[src/rtl/bitstream_pkg.sv]
// Shared definitions for the byte/bitstream conversion path (serializer and deserializer).
package bitstream_pkg;

  localparam int unsigned BYTE_W             = 8;
  localparam int unsigned DEFAULT_FIFO_DEPTH = 4;

  typedef enum logic {
    ST_IDLE  = 1'b0,
    ST_SHIFT = 1'b1
  } tx_state_e;

  // Ceiling log2, never below 1 so a counter always has at least one bit.
  function automatic int unsigned clog2_min1(input int unsigned value);
    int unsigned width;
    width = 0;
    while ((64'd1 << width) < 64'(value)) width++;
    return (width == 0) ? 1 : width;
  endfunction

endpackage

[src/rtl/byte_fifo.sv]
// Synchronous first-word-fall-through FIFO with registered occupancy count.
module byte_fifo
  import bitstream_pkg::*;
#(
  parameter  int unsigned WIDTH = BYTE_W,
  parameter  int unsigned DEPTH = DEFAULT_FIFO_DEPTH,
  localparam int unsigned CNT_W = clog2_min1(DEPTH + 1)
) (
  input  logic             clk,
  input  logic             rst_n,
  input  logic             wr_en,
  input  logic [WIDTH-1:0] din,
  input  logic             rd_en,
  output logic [WIDTH-1:0] dout,
  output logic             empty,
  output logic             full,
  output logic [CNT_W-1:0] count
);

  localparam int unsigned PTR_W = clog2_min1(DEPTH);

  logic [WIDTH-1:0] mem_q [DEPTH];
  logic [WIDTH-1:0] mem_d [DEPTH];
  logic [PTR_W-1:0] wr_ptr_q, wr_ptr_d;
  logic [PTR_W-1:0] rd_ptr_q, rd_ptr_d;
  logic [CNT_W-1:0] count_q, count_d;
  logic             push, pop;

  assign full  = (count_q == CNT_W'(DEPTH));
  assign empty = (count_q == '0);
  assign count = count_q;
  assign dout  = mem_q[rd_ptr_q];

  // Guard internally so a push while full or a pop while empty is ignored.
  assign push = wr_en & ~full;
  assign pop  = rd_en & ~empty;

  always_comb begin
    mem_d    = mem_q;
    wr_ptr_d = wr_ptr_q;
    rd_ptr_d = rd_ptr_q;
    count_d  = count_q;
    if (push) begin
      mem_d[wr_ptr_q] = din;
      wr_ptr_d        = wr_ptr_q + PTR_W'(1);
    end
    if (pop) begin
      rd_ptr_d = rd_ptr_q + PTR_W'(1);
    end
    case ({push, pop})
      2'b10:   count_d = count_q + CNT_W'(1);
      2'b01:   count_d = count_q - CNT_W'(1);
      default: count_d = count_q;
    endcase
  end

  always_ff @(posedge clk or negedge rst_n) begin
    if (!rst_n) begin
      for (int unsigned i = 0; i < DEPTH; i++) mem_q[i] <= '0;
      wr_ptr_q <= '0;
      rd_ptr_q <= '0;
      count_q  <= '0;
    end else begin
      mem_q    <= mem_d;
      wr_ptr_q <= wr_ptr_d;
      rd_ptr_q <= rd_ptr_d;
      count_q  <= count_d;
    end
  end

endmodule

[src/rtl/byte_to_bitstream.sv]
// Byte-to-serial converter: FIFO-buffered bytes emitted LSB-first, one bit per paced strobe.
module byte_to_bitstream
  import bitstream_pkg::*;
#(
  parameter int unsigned IN_SIZE        = BYTE_W,
  parameter int unsigned FIFO_DEPTH     = DEFAULT_FIFO_DEPTH,
  parameter int unsigned CYCLES_PER_BIT = 1
) (
  input  logic               clk,
  input  logic               rst,
  input  logic [IN_SIZE-1:0] data_in,
  input  logic               data_in_valid,
  output logic               data_in_ready,
  output logic               data_out,
  output logic               data_out_valid,
  output logic               tx_busy
);

  localparam int unsigned BIT_W  = clog2_min1(IN_SIZE);
  localparam int unsigned PACE_W = clog2_min1(CYCLES_PER_BIT);
  localparam int unsigned CNT_W  = clog2_min1(FIFO_DEPTH + 1);
  localparam logic [BIT_W-1:0]  BIT_LAST  = BIT_W'(IN_SIZE - 1);
  localparam logic [PACE_W-1:0] PACE_LAST = PACE_W'(CYCLES_PER_BIT - 1);

  tx_state_e          state_q, state_d;
  logic [IN_SIZE-1:0] shreg_q, shreg_d;
  logic [BIT_W-1:0]   bit_cnt_q, bit_cnt_d;
  logic [PACE_W-1:0]  pace_cnt_q, pace_cnt_d;
  logic               data_out_q, data_out_d;
  logic               data_out_valid_q, data_out_valid_d;

  logic [IN_SIZE-1:0] fifo_dout;
  logic               fifo_empty, fifo_full, fifo_pop;
  logic [CNT_W-1:0]   fifo_count;

  byte_fifo #(
    .WIDTH (IN_SIZE),
    .DEPTH (FIFO_DEPTH)
  ) u_fifo (
    .clk   (clk),
    .rst_n (rst),
    .wr_en (data_in_valid),
    .din   (data_in),
    .rd_en (fifo_pop),
    .dout  (fifo_dout),
    .empty (fifo_empty),
    .full  (fifo_full),
    .count (fifo_count)
  );

  assign data_in_ready  = ~fifo_full;
  assign data_out       = data_out_q;
  assign data_out_valid = data_out_valid_q;
  // The registered valid term keeps busy high while the final bit is still on the output.
  assign tx_busy = (state_q == ST_SHIFT) | (fifo_count != '0) | data_out_valid_q;

  always_comb begin
    state_d          = state_q;
    shreg_d          = shreg_q;
    bit_cnt_d        = bit_cnt_q;
    pace_cnt_d       = pace_cnt_q;
    data_out_d       = 1'b0;
    data_out_valid_d = 1'b0;
    fifo_pop         = 1'b0;
    unique case (state_q)
      ST_IDLE: begin
        if (!fifo_empty) begin
          fifo_pop   = 1'b1;
          shreg_d    = fifo_dout;
          bit_cnt_d  = '0;
          pace_cnt_d = '0;
          state_d    = ST_SHIFT;
        end
      end
      ST_SHIFT: begin
        if (pace_cnt_q == '0) begin
          data_out_d       = shreg_q[bit_cnt_q];
          data_out_valid_d = 1'b1;
        end
        if ((bit_cnt_q == BIT_LAST) && (pace_cnt_q == PACE_LAST)) begin
          bit_cnt_d  = '0;
          pace_cnt_d = '0;
          // Reloading here, rather than via IDLE, keeps back-to-back bytes gap-free.
          if (!fifo_empty) begin
            fifo_pop = 1'b1;
            shreg_d  = fifo_dout;
          end else begin
            state_d = ST_IDLE;
          end
        end else if (pace_cnt_q == PACE_LAST) begin
          pace_cnt_d = '0;
          bit_cnt_d  = bit_cnt_q + BIT_W'(1);
        end else begin
          pace_cnt_d = pace_cnt_q + PACE_W'(1);
        end
      end
      default: state_d = ST_IDLE;
    endcase
  end

  always_ff @(posedge clk or negedge rst) begin
    if (!rst) begin
      state_q          <= ST_IDLE;
      shreg_q          <= '0;
      bit_cnt_q        <= '0;
      pace_cnt_q       <= '0;
      data_out_q       <= 1'b0;
      data_out_valid_q <= 1'b0;
    end else begin
      state_q          <= state_d;
      shreg_q          <= shreg_d;
      bit_cnt_q        <= bit_cnt_d;
      pace_cnt_q       <= pace_cnt_d;
      data_out_q       <= data_out_d;
      data_out_valid_q <= data_out_valid_d;
    end
  end

endmodule

[config.mk]
export PLATFORM = sky130hd
export DESIGN_NAME = byte_to_bitstream
export DESIGN_NICKNAME = d
export VERILOG_FILES = /design/src/rtl/bitstream_pkg.sv /design/src/rtl/byte_fifo.sv /design/src/rtl/byte_to_bitstream.sv
export SDC_FILE = /design/constraint.sdc
export NUM_CORES = 1
export LEC_CHECK = 0
export BUFFER_PORTS_ARGS = -buffer_cell sky130_fd_sc_hd__buf_4
export CAP_MARGIN = 10
export CORE_MARGIN = 3
export CORE_UTILIZATION = 55
export DETAILED_ROUTE_END_ITERATION = 10
export HOLD_SLACK_MARGIN = 0.12
export MAX_ROUTING_LAYER = met4
export PLACE_DENSITY = 0.73
export SLEW_MARGIN = 20
export SYNTH_ARGS = -nofsm -noshare
export SYNTH_HDL_FRONTEND = slang
export SYNTH_HIERARCHICAL = 1
export SYNTH_SLANG_ARGS = --single-unit
[constraint.sdc]
create_clock -name clk -period 2.9 [get_ports clk]
set_clock_uncertainty 0.1 [all_clocks]
set_input_delay 0.725 -clock clk [delete_from_list [all_inputs] [get_ports clk]]
set_output_delay 0.725 -clock clk [all_outputs]
set_load 0.02 [all_outputs]
Word level (Yosys, flattened, before mapping)
Index checks and enable logic that the tools add are counted.

$add $sub $neg: 6. Bitwise gates (word level): 10. Muxes and demuxes: 29. Reductions and logical operators: 6. Equal/unequal tests: 7. Order comparisons: 4.

Operators by type and width (count): 8-bit two-way mux (5); 32-bit bitwise mux (1); 8-bit binary-select mux with 2-bit select (1); 8-bit demux with 2-bit select (1); 8-bit one-hot mux with 2 select lines (1); 3-bit one-hot mux with 2 select lines (2); 1-bit two-way mux (11); 3-bit two-way mux (3); 3-bit by 1-bit adder with 3-bit output, second input constant (2); 3-bit equality test, second input constant (2); 3-bit >= comparator, second input constant (2); 2-bit NOT with 3-bit output (2); 1-bit one-hot mux with 2 select lines (3); 2-bit by 1-bit adder with 2-bit output, second input constant (2); 3-bit by 4-bit < comparator with 1-bit output, second input constant (1); 1-bit NOT (4); 1-bit binary-select mux with 3-bit select (1); 3-bit zero test (1); 3-bit by 1-bit < comparator with 1-bit output, second input constant (1); 3-bit by 2-bit != test with 1-bit output, second input constant (1); 3-bit nonzero test (1); 3-bit by 1-bit subtractor with 3-bit output, second input constant (1); 1-bit bitwise AND (2); 2-bit by 1-bit equality test with 1-bit output, second input constant (1); 8 further kinds (10).

Word-level logic and storage cells: 75. Register bits: 54. Bits of input ports: 11.

Logic depth before layout (Yosys ltp)
Gate-level depths: netlist (run 1).

Depth after elaboration: 7. Gate-level depth with buffers: 11.

Hierarchy
Netlist (run 1), hierarchy kept.

Modules (own cells, without submodules): byte_fifo (area an instance 1784.2 µm², cells each 114, instances 1, sequential area each 975.9 µm²); byte_to_bitstream (area an instance 649.4 µm², cells each 45, instances 1, sequential area each 350.3 µm²).

Least setup slack after synthesis (run 1)
Ideal clock, no wire load.

Kind: reg2reg. Start point: register u_fifo.count_q[0], in the netlist u_fifo/count[0]. End point: register u_fifo.count_q[2], in the netlist u_fifo/count[2]. Cell stages (with the launch flop): 10. Arrival: 2000 ps. Setup slack: 675 ps. Library setup time: 125 ps. Clock period less this slack: 2225 ps. Cells stage by stage: dfrtp_1 > nor3_1 > a21oi_1 > o31a_2 > ha_1 > inv_1 > fa_1 > xor2_1 > nor2_1 > xor2_1.

Cells in the longest elaborated chain, start to end: 7. Elaborated cells between the ends (all ways): 15.

Ends and longest elaborated chain: from (decl) (RTL line byte_fifo.sv:26) `logic [CNT_W-1:0] count_q, count_d;`; from (signal assigned) (RTL line byte_fifo.sv:67) `count_q <= count_d;`; 3-bit zero test * (RTL line byte_fifo.sv:30) `assign empty = (count_q == '0);`; net fifo_empty (RTL line byte_to_bitstream.sv:33) `logic fifo_empty, fifo_full, fifo_pop;`; 1-bit two-way mux * (RTL line byte_to_bitstream.sv:67, byte_to_bitstream.sv:84); 1-bit two-way mux (RTL line byte_to_bitstream.sv:80) `if ((bit_cnt_q == BIT_LAST) && (pace_cnt_q == PACE_LAST)) begin`; 1-bit one-hot mux with 2 select lines * (RTL line byte_to_bitstream.sv:65) `unique case (state_q)`; net fifo_pop (RTL line byte_to_bitstream.sv:33); 1-bit bitwise AND * (RTL line byte_fifo.sv:36) `assign pop = rd_en & ~empty;`; net u_fifo.pop (RTL line byte_fifo.sv:27) `logic push, pop;`; 2-bit by 1-bit equality test with 1-bit output or 2-bit equality test (tied branches) (RTL line byte_fifo.sv:50) `case ({push, pop})`; 3-bit one-hot mux with 2 select lines or 2-bit nonzero test (tied branches).

Mark *: on every way through the listed nets, which the timed path passes. The rest lies on a longest branch. A chain may end at the register's enable or synchronous reset.

Worst setup path after layout (run 1)
Start point: register bit_cnt_q[1]. End point: register u_fifo.count_q[2], in the netlist u_fifo/count[2].

Cells in the longest elaborated chain, start to end: 7. Elaborated cells between the ends (all ways): 9.

Ends and longest elaborated chain: from (decl) (RTL line byte_to_bitstream.sv:27) `logic [BIT_W-1:0] bit_cnt_q, bit_cnt_d;`; from (signal assigned) (RTL line byte_to_bitstream.sv:112) `bit_cnt_q <= bit_cnt_d;`; 3-bit equality test * (RTL line byte_to_bitstream.sv:80); 1-bit logical AND * (RTL line byte_to_bitstream.sv:80); 1-bit two-way mux * (RTL line byte_to_bitstream.sv:80); 1-bit one-hot mux with 2 select lines * (RTL line byte_to_bitstream.sv:65); net fifo_pop (RTL line byte_to_bitstream.sv:33); 1-bit bitwise AND * (RTL line byte_fifo.sv:36); net u_fifo.pop (RTL line byte_fifo.sv:27); 2-bit by 1-bit equality test with 1-bit output or 2-bit equality test (tied branches) (RTL line byte_fifo.sv:50); 3-bit one-hot mux with 2 select lines or 2-bit nonzero test (tied branches).

Marks and branches as above.

==> results.toml, run 1 <==
[floorplan]
die_h_um = 72.52
fp-row-count = 23
ios = 15
dieArea_um2 = 5259
start_util_pct = 58.73
die_w_um = 72.52
core_area_um2 = 4144

[sta]
tightestPinTransition_ns = 0.6553
clock.fmax_ghz = 0.4067
setup_violations = 0
slew_headroom_pct = 56.31
rsz0062_at_grt = "false"
hold_viol_final = 0
finalCriticalPeriod_ns = 2.459
timing.setup.tns_ns = 0
slew_violations = 0
finalCritPeriodShare_pct = 84.78

[place]
numPortBuffers = 14
place_hpwl_um = 2906
dpl_cell_area_um2 = 2600
finalWeightedCongestion = 0.7277
dp_cells = 222

[layout]
final_cell_mix = "dfrtp_1, mux2_2, buf_4"
diodes = 0
final_nets = 199
nFillCells = 303
areaGrowthSynthToFinish_pct = 10.39
layout-drive-gt1-share_pct = 47.22
final_common_cell = "dfrtp_1"
finalNonFillerCells = 230
design_area_um2 = 2686

[setup_path]
path_common_cell = "ha_1"
endpoint_kind = "flip-flop"
cp.depth = 11
max_stage_delay_ns = 0.46
worstRegToRegCells = 11
startpoint_type = "flip-flop"
worstPathBufferInverterCount = 2
crit_fanout = 5
path_delay_family = "adder cells"
r2r_start = "bit_cnt_q[1]"
timing.setup.critical_path_class = "flip-flop to flip-flop"
crit_path_start = "bit_cnt_q[1]"
r2r_slack_ns = 0.44
crit_arrival_ns = 2.59
cp_cell_sequence = "ha_1 -> ha_1 -> inv_1 -> a21oi_1 -> o31a_2 -> ha_1 -> inv_1 -> fa_1 -> xor2_1 -> nor2_1 -> xor2_1"
critical_path_required_ns = 3.03
cp_slowest_cell = "dfrtp_1"

[clocking]
clock_path_buffers = 2
htree_num_levels = 2
cts_buffers = 5
cts-root-buf = "clkbuf_8"
cts.clk_slew.worst_paths_ns = 0.10
clk_latency_ns = 0.30
cts_tree = "built"
hold_buffers = 0
post_cts_resized = 0
clock_sinks = 53
cts_setup_buffers = 0

[synthesis]
synth_cells = 159
avgSynthCellArea_um2 = 15.31
ys_seq_area_share_pct = 54.50
synth_seq_cells = 53
syn_nets = 179
ys_types = 27
synth_area_um2 = 2434
ys_warn_count = 6

[power]
cellLeakagePower_uw = 0.001172
irDropWorstVdd_v = 0.0005152
power_density_nw_per_um2 = 1101
p_total_uw = 2958

[route]
wl_met2_um = 2144
route.met3.wl_um = 135
dr.pass1.iters = 3
wl_per_cell_um = 18.18
drc = 0
wl_met1_um = 1860
drtAntennaViolNets = 0
wl_um = 4181
first_iter_violations = 57
vias = 1316
top_layer = "met4"
routed_via_density = 5.722

[grt]
grt_pass1_vias = 1441
grt_use_total_pct = 19.18
antenna_found_initial = 0
grt_overflow = 0
grt_pass1_wl_um = 7341
grt_max_degree = 54

[run]
maxCapViolCount = 0

[status]
outcome = "finished clean"

[min_path]
hold_class = "input port to asynchronous set/reset pin"
-- cells in the mapped netlist (all sizes together) --
cell	n	area (µm²)
nor3	1	5.000
xor2	3	26.28
inv	9	33.78
buf	2	8.750
mux2i	2	20.02
fa	1	20.02
a22o	2	20.02
nor2	7	52.55
a311oi	1	8.760
dfrtp	53	1326
o31ai	1	7.510
a21oi	1	5.000
mux4	9	206.5
o31a	1	10.01
mux2	43	484.2
ha	8	100.1
or2b	1	8.760
and2b	2	17.52
nor3b	1	12.51
o21ai	1	5.000
nor4	1	6.260
nand2	6	22.52
xnor2	3	26.28
-- per-stage QoR --
stage          hold slack [ns]  utilization, %  setup slack, ns
3_3_place_gp            0.3834           62.74           0.6296
6_report                0.3400           64.82           0.4413
2_1_floorplan           0.3294               -           0.6752
5_1_grt                 0.3748           64.82           0.3204
4_1_cts                 0.3610           64.82           0.4577
3_5_place_dp            0.3944           62.74           0.4912
-- logic make-up after synthesis --
kind of cell	share of synthesized area, %
multiplexers	29.20
AO/OA/AOI/OAI	2.313
XOR/XNOR	2.160
adder cells (fa/ha/maj)	4.936
buffers and inverters	1.748
AND/OR/NAND/NOR	5.141
flip-flops	54.50
-- path summary, 6_finish.rpt --
path / to
max: u_fifo/count[2]
min: state_q
max reg2reg: u_fifo/count[2]
min reg2reg: u_fifo/mem_q[2]
max in group asynchronous: shreg_q[5]
min in group clk: u_fifo/mem_q[2]
-- worst reg2reg max path, delay by kind of cell (launching register included) --
family                     cells  cell delay, ns
and+or+nand+nor                1            0.13
buffers and inverters          2            0.10
DFF                            1            0.46
adders and majority gates      4            0.92
AOI/OAI and AO/OA              2            0.37
xor gates and xnor gates       2            0.30
-- registers in the layout, indices dropped and copies added (netlist names), 2 cells and up --
| register | cells |
|---|---|
| shreg_q | 8 |
| bit_cnt_q | 3 |
| u_fifo/rd_ptr_q | 2 |
| u_fifo/wr_ptr_q | 2 |
| u_fifo/count | 3 |
| u_fifo/mem_q | 32 |
-- layer usage --
metal,vias to the layer above,track usage (%)
met2,17,28.46
met3,4,4.848
met5,-,-
met1,685,26.27
met4,0,5.943
li1,610,-
-- power by group --
part	switching [µW]	internal [µW]
combinational	423	712
clock	236	172
sequential	303	1110
-- layout make-up --
class	instances	area, µm²	area share, %
Clock inverter	2	13.76	0.5123
Sequential cell	53	1326	49.37
Timing Repair Buffer	15	112.6	4.192
Clock buffer	6	72.57	2.701
Tap cell	50	62.56	2.329
Inverter	9	33.78	1.258
Multi-Input combinational cell	95	1065	39.64
No activity file was read; power rests on OpenSTA's default activity.
==> run 2, diff against run 1 <==
==> constraint.sdc (replaced) <==
create_clock -name clk -period 2.5 [get_ports clk]
set_clock_uncertainty 0.1 [all_clocks]
set_input_delay 0.625 -clock clk [delete_from_list [all_inputs] [get_ports clk]]
set_output_delay 0.625 -clock clk [all_outputs]
set_load 0.02 [all_outputs]
==> results.toml, run 2 (same netlist as run 1, synthesis figures left out) <==
[status]
outcome = "finished clean"

[power]
p_sw_uw = 1114
pwr-share-clk_pct = 16.4
irDropWorstVdd_v = 0.0006729
p_comb_share_pct = 36.9
pwr-share-seq_pct = 46.6
sw_frac_of_total_pct = 31.23
power_density_nw_per_um2 = 1309
cellLeakagePower_uw = 0.001189
p_int_uw = 2452

[layout]
final_common_cell = "dfrtp_1"
design_area_um2 = 2725
layout-drive-gt1-share_pct = 48.07
largest_reg_flops = 32
reg.largest.list = "u_fifo/mem_q (32), shreg_q (8)"
regMostFlops = "u_fifo/mem_q"
diodes = 0
final_nets = 200
final_cell_mix = "dfrtp_1, mux2_2, buf_4"
areaGrowthSynthToFinish_pct = 11.98

[run]
maxCapViolCount = 0

[sta]
tightestPinTransition_ns = 0.6499
slew_headroom_pct = 56.67
finalCriticalPeriod_ns = 2.380
hold_ws_ns = 0.2520
clock.fmax_ghz = 0.4201
finalCritPeriodShare_pct = 95.21
timing.setup.tns_ns = 0
hold_viol_final = 0
slew_violations = 0
setup_violations = 0
rsz0062_at_grt = "false"

[place]
place_hpwl_um = 3099
dpl_cell_area_um2 = 2608
finalWeightedCongestion = 0.7303
numPortBuffers = 14

[grt]
grt_pass1_vias = 1468
grt_use_total_pct = 19.54
grt_pass1_wl_um = 7300
antenna_found_initial = 0
grt_max_degree = 54
grt_overflow = 0

[clocking]
cts_buffers = 5
cts_tree = "built"
clock_path_buffers = 2
cts.clk_slew.worst_paths_ns = 0.09
clk_latency_ns = 0.30
hold_buffers = 0
cts-root-buf = "clkbuf_8"
htree_num_levels = 2
clock_sinks = 53

[floorplan]
die_w_um = 72.52
core_area_um2 = 4144
dieArea_um2 = 5259
die_h_um = 72.52
start_util_pct = 58.73
ios = 15
fp-row-count = 23

[setup_path]
crit_fanout = 5
endpoint_kind = "flip-flop"
timing.setup.critical_path_class = "flip-flop to flip-flop"
startpoint_type = "flip-flop"
crit_arrival_ns = 2.50
critical_path_required_ns = 2.62

[route]
vias = 1336
drc = 0
routed_via_density = 5.784
wl_um = 4302
dr.pass1.iters = 4
drtAntennaViolNets = 0
first_iter_violations = 73
wl_per_cell_um = 18.62

[min_path]
hold_class = "input port to asynchronous set/reset pin"
-- run 2: cell types whose count changed in the layout (fill, tap and decap cells not counted), sizes merged --
cell and delta:
inv -1, buf +1, bufinv +1, clkbuf +1, clkinv -1
-- run 2: worst max-delay path, cell delays in order (launching register included) --
cell and delay (ns):
dfrtp_2 0.42, ha_1 0.19, ha_1 0.16, inv_1 0.04, a21oi_1 0.14, o31a_2 0.19, ha_1 0.18, inv_1 0.06
fa_1 0.37, xor2_1 0.15, nor2_1 0.12, xor2_1 0.18
-- run 2: timing repair --
item                                    4_1_cts  5_1_grt
setup buffers                                 0        0
endpoints found under the setup margin        0        1
hold endpoints to repair                      0        0
resized for setup                             0        1
-- run 2: final timing paths --
kind                              start               to  slack, ns  depth (start not counted)
setup / recovery           bit_cnt_q[1]  u_fifo/count[2]       0.12                         11
hold / removal                      rst       shreg_q[6]       0.25                          1
setup reg to reg           bit_cnt_q[1]  u_fifo/count[2]       0.12                         11
hold reg to reg                 state_q   data_out_valid       0.41                          0
max in group asynchronous           rst     bit_cnt_q[1]       1.60                          1
min in group clk                state_q   data_out_valid       0.41                          0
-- run 2: cell type report --
| type | count | area, µm² |
|---|---|---|
| fillers | 318 | 1419 |
| flip-flops and latches | 53 | 1328 |
| multi-input cells | 95 | 1065 |
| repair buffers | 16 | 120.1 |
| clock buffers | 7 | 86.33 |
| well taps | 50 | 62.56 |
| inverters | 9 | 33.78 |
| clock inverters | 1 | 30.03 |
-- run 2: power by group through the flow --
stage / registers [µW] / logic, µW / clock network (µW)
after floorplan: 1500 / 1130 / 0
after global placement: 1630 / 1270 / 0
after detailed placement: 1690 / 1330 / 0
after CTS: 1670 / 1330 / 608
after global routing: 1730 / 1440 / 646
final: 1660 / 1320 / 586
-- run 2: per-stage QoR --
| stage | setup WS [ns] | std cells | util (%) | total power [µW] |
|---|---|---|---|---|
| 2_1_floorplan | 0.2752 | 159 | - | 2630 |
| 3_3_place_gp | 0.2490 | 223 | 62.92 | 2895 |
| 3_5_place_dp | 0.1162 | 223 | 62.92 | 3014 |
| 4_1_cts | 0.09093 | 231 | 65.73 | 3608 |
| 5_1_grt | 0.001692 | 231 | 65.76 | 3814 |
| 6_report | 0.1196 | 231 | 65.76 | 3566 |
-- run 2: per-layer routing --
layer	track usage, %	vias to the layer above	wire length, µm
met3	5.817	4	210
met1	23.51	690	1820
met5	-	-	0
met2	31.66	32	2229
met4	6.352	0	40
li1	-	610	-
==> run 3, diff against run 2 <==
--- a/config.mk
+++ b/config.mk
@@ -5,11 +5,13 @@
 export SDC_FILE = /design/constraint.sdc
 export NUM_CORES = 1
 export LEC_CHECK = 0
+export ABC_AREA = 1
 export BUFFER_PORTS_ARGS = -buffer_cell sky130_fd_sc_hd__buf_4
 export CAP_MARGIN = 10
 export CORE_MARGIN = 3
 export CORE_UTILIZATION = 55
 export DETAILED_ROUTE_END_ITERATION = 10
+export GPL_TIMING_DRIVEN = 0
 export HOLD_SLACK_MARGIN = 0.12
 export MAX_ROUTING_LAYER = met4
 export PLACE_DENSITY = 0.73
==> results.toml, run 3 <==
[synthesis]
synth_edf_count = 0
synthTopCellsByCount = "nand2_1, dfrtp_1, nor2_1"
syn_nets = 350
synth_area_um2 = 2730
ys_async_sr_fraction_pct = 100.0
synth_top_area_share_pct = 48.58
synth_top_cell_by_area = "dfrtp_1"
ys_warn_count = 6
synth_seq_cells = 53
avgSynthCellArea_um2 = 8.273
synthFlopType = "dfrtp_1"
ys_types = 26
synth_cells = 330
yosysMostFrequentCell = "nand2_1"
synthTopCellsByArea = "dfrtp_1, nand2_1, nand4_1, nor2_1, ha_1"
ys_seq_area_share_pct = 48.58

[grt]
antenna_found_initial = 0
grt_pass1_vias = 2119
grt_overflow = 0
grt_max_degree = 54
grt_pass1_wl_um = 9942
grt_use_total_pct = 22.20

[setup_path]
startpoint_type = "flip-flop"
r2r_slack_ns = 0.26
r2r-end = "u_fifo/count[1]"
endpoint_kind = "flip-flop"
crit_arrival_ns = 2.38
crit_fanout = 4
timing.setup.critical_path_class = "flip-flop to flip-flop"
r2r_start = "bit_cnt_q[0]"
worstRegToRegCells = 10
crit_path_start = "bit_cnt_q[0]"
critical_path_required_ns = 2.63

[floorplan]
fp-row-count = 25
die_w_um = 76.46
dieArea_um2 = 5845
start_util_pct = 57.42
core_area_um2 = 4755
ios = 15
die_h_um = 76.46

[clocking]
cts_tree = "built"
clk_latency_ns = 0.31
htree_num_levels = 2
cts_buffers = 5
hold_buffers = 0
clock_path_buffers = 2
cts.clk_slew.worst_paths_ns = 0.09
clock_sinks = 53
cts-root-buf = "clkbuf_8"

[route]
route.met3.wl_um = 272
top_layer = "met4"
routed_via_density = 5.394
wl_met1_um = 2717
dr.pass1.iters = 4
drc = 0
first_iter_violations = 193
wl_per_cell_um = 14.02
drtAntennaViolNets = 0
wl_met2_um = 2785
wl_um = 5902
vias = 2271

[layout]
reg.largest.list = "u_fifo/mem_q (32), shreg_q (8)"
final_common_cell = "nand2_1"
register_area_um2 = 1328
final_nets = 373
final_cell_mix = "nand2_1, dfrtp_1, nor2_1"
multi_input_area_um2 = 1172
regMostFlops = "u_fifo/mem_q"
final_util_pct = 63.92
diodes = 0
largest_reg_flops = 32
finalNonFillerCells = 421
design_area_um2 = 3039
areaGrowthSynthToFinish_pct = 11.32
layout-drive-gt1-share_pct = 15.54
nFillCells = 421

[power]
irDropWorstVdd_v = 0.0006889
power_density_nw_per_um2 = 1256
cellLeakagePower_uw = 0.001591

[place]
numPortBuffers = 14
finalWeightedCongestion = 0.9005
dp_cells = 411
dpl_cell_area_um2 = 2919
place_hpwl_um = 4206

[status]
outcome = "finished clean"

[sta]
finalCritPeriodShare_pct = 89.78
clock.fmax_ghz = 0.4455
finalCriticalPeriod_ns = 2.245
slew_violations = 0
rsz0062_at_grt = "false"
hold_ws_ns = 0.2445
hold_viol_final = 0
setup_violations = 0
slew_headroom_pct = 56.10
timing.setup.tns_ns = 0
tightestPinTransition_ns = 0.6585

[run]
maxCapViolCount = 0

[min_path]
hold_class = "input port to asynchronous set/reset pin"
==> run 3: cell types whose count changed after synthesis, moves of 10 or more <==
cell	before	now
nor2_1	2	35
nand3_1	0	15
mux2_2	43	0
o21ai_0	1	17
nand4_1	0	33
o21ai_1	0	10
inv_1	9	24
nand2_1	6	96
==> run 3: critical path, stage by stage (launching register included) <==
cell and delay [ns]:
dfrtp_2 0.44, ha_1 0.23, ha_1 0.20, nor2_1 0.13, nor2_2 0.06, nand2_1 0.10
inv_1 0.05, ha_1 0.19, inv_1 0.09, fa_1 0.42, o21ai_0 0.16
==> run 3: layout make-up <==
type	instances	share of cell area [%]
plain buffers	17	4.282
clock buffers	7	3.170
clock inverters	1	0.1647
inverters	27	3.417
multi-input cells	233	38.58
flip-flops and latches	53	43.68
well taps	67	2.758
repair buffers	16	3.952
==> run 3: logic make-up after synthesis <==
kind of cell	after synthesis	synth area share [%]
xor gates and xnor gates	1	0.3209
and+or+nand+nor	187	31.12
DFF	53	48.58
AOI/OAI and AO/OA	36	7.012
adders and majority gates	9	4.400
buffers and inverters	44	8.570
==> run 3: metrics by stage <==
stage,power [µW],worst slack [ns]
global placement,3202,0.1853
CTS,3804,0.1056
floorplan,2819,0.3907
detailed placement,3271,0.1474
finish,3816,0.2554
global route,4173,0.004758
==> run 3: per-layer routing <==
layer,vias to the layer above,global-route usage (%)
met2,49,34.53
met4,0,8.152
met3,13,3.901
met5,-,-
li1,1123,-
met1,1086,29.33
==> run 3: report_power, final <==
group / leakage, µW / total (µW) / internal, µW / switching [µW]
Combinational: 0.000896 / 1800 / 683 / 1110
Sequential: 0.000641 / 1490 / 1260 / 230
Clock: 0.0000542 / 529 / 251 / 278
==> run 3: what timing repair did <==
action                                  CTS  global route
setup buffers                             0             2
endpoints found under the setup margin    0             2
gates resized for setup                   0             2
==> run 3: worst max-delay path by stage <==
stage,to,cells past startpoint
after floorplan,u_fifo/count[2],13
after global placement,u_fifo/count[2],13
after detailed placement,u_fifo/count[2],13
after CTS,u_fifo/count[2],13
after global routing,u_fifo/count[2],14
final,u_fifo/count[1],10
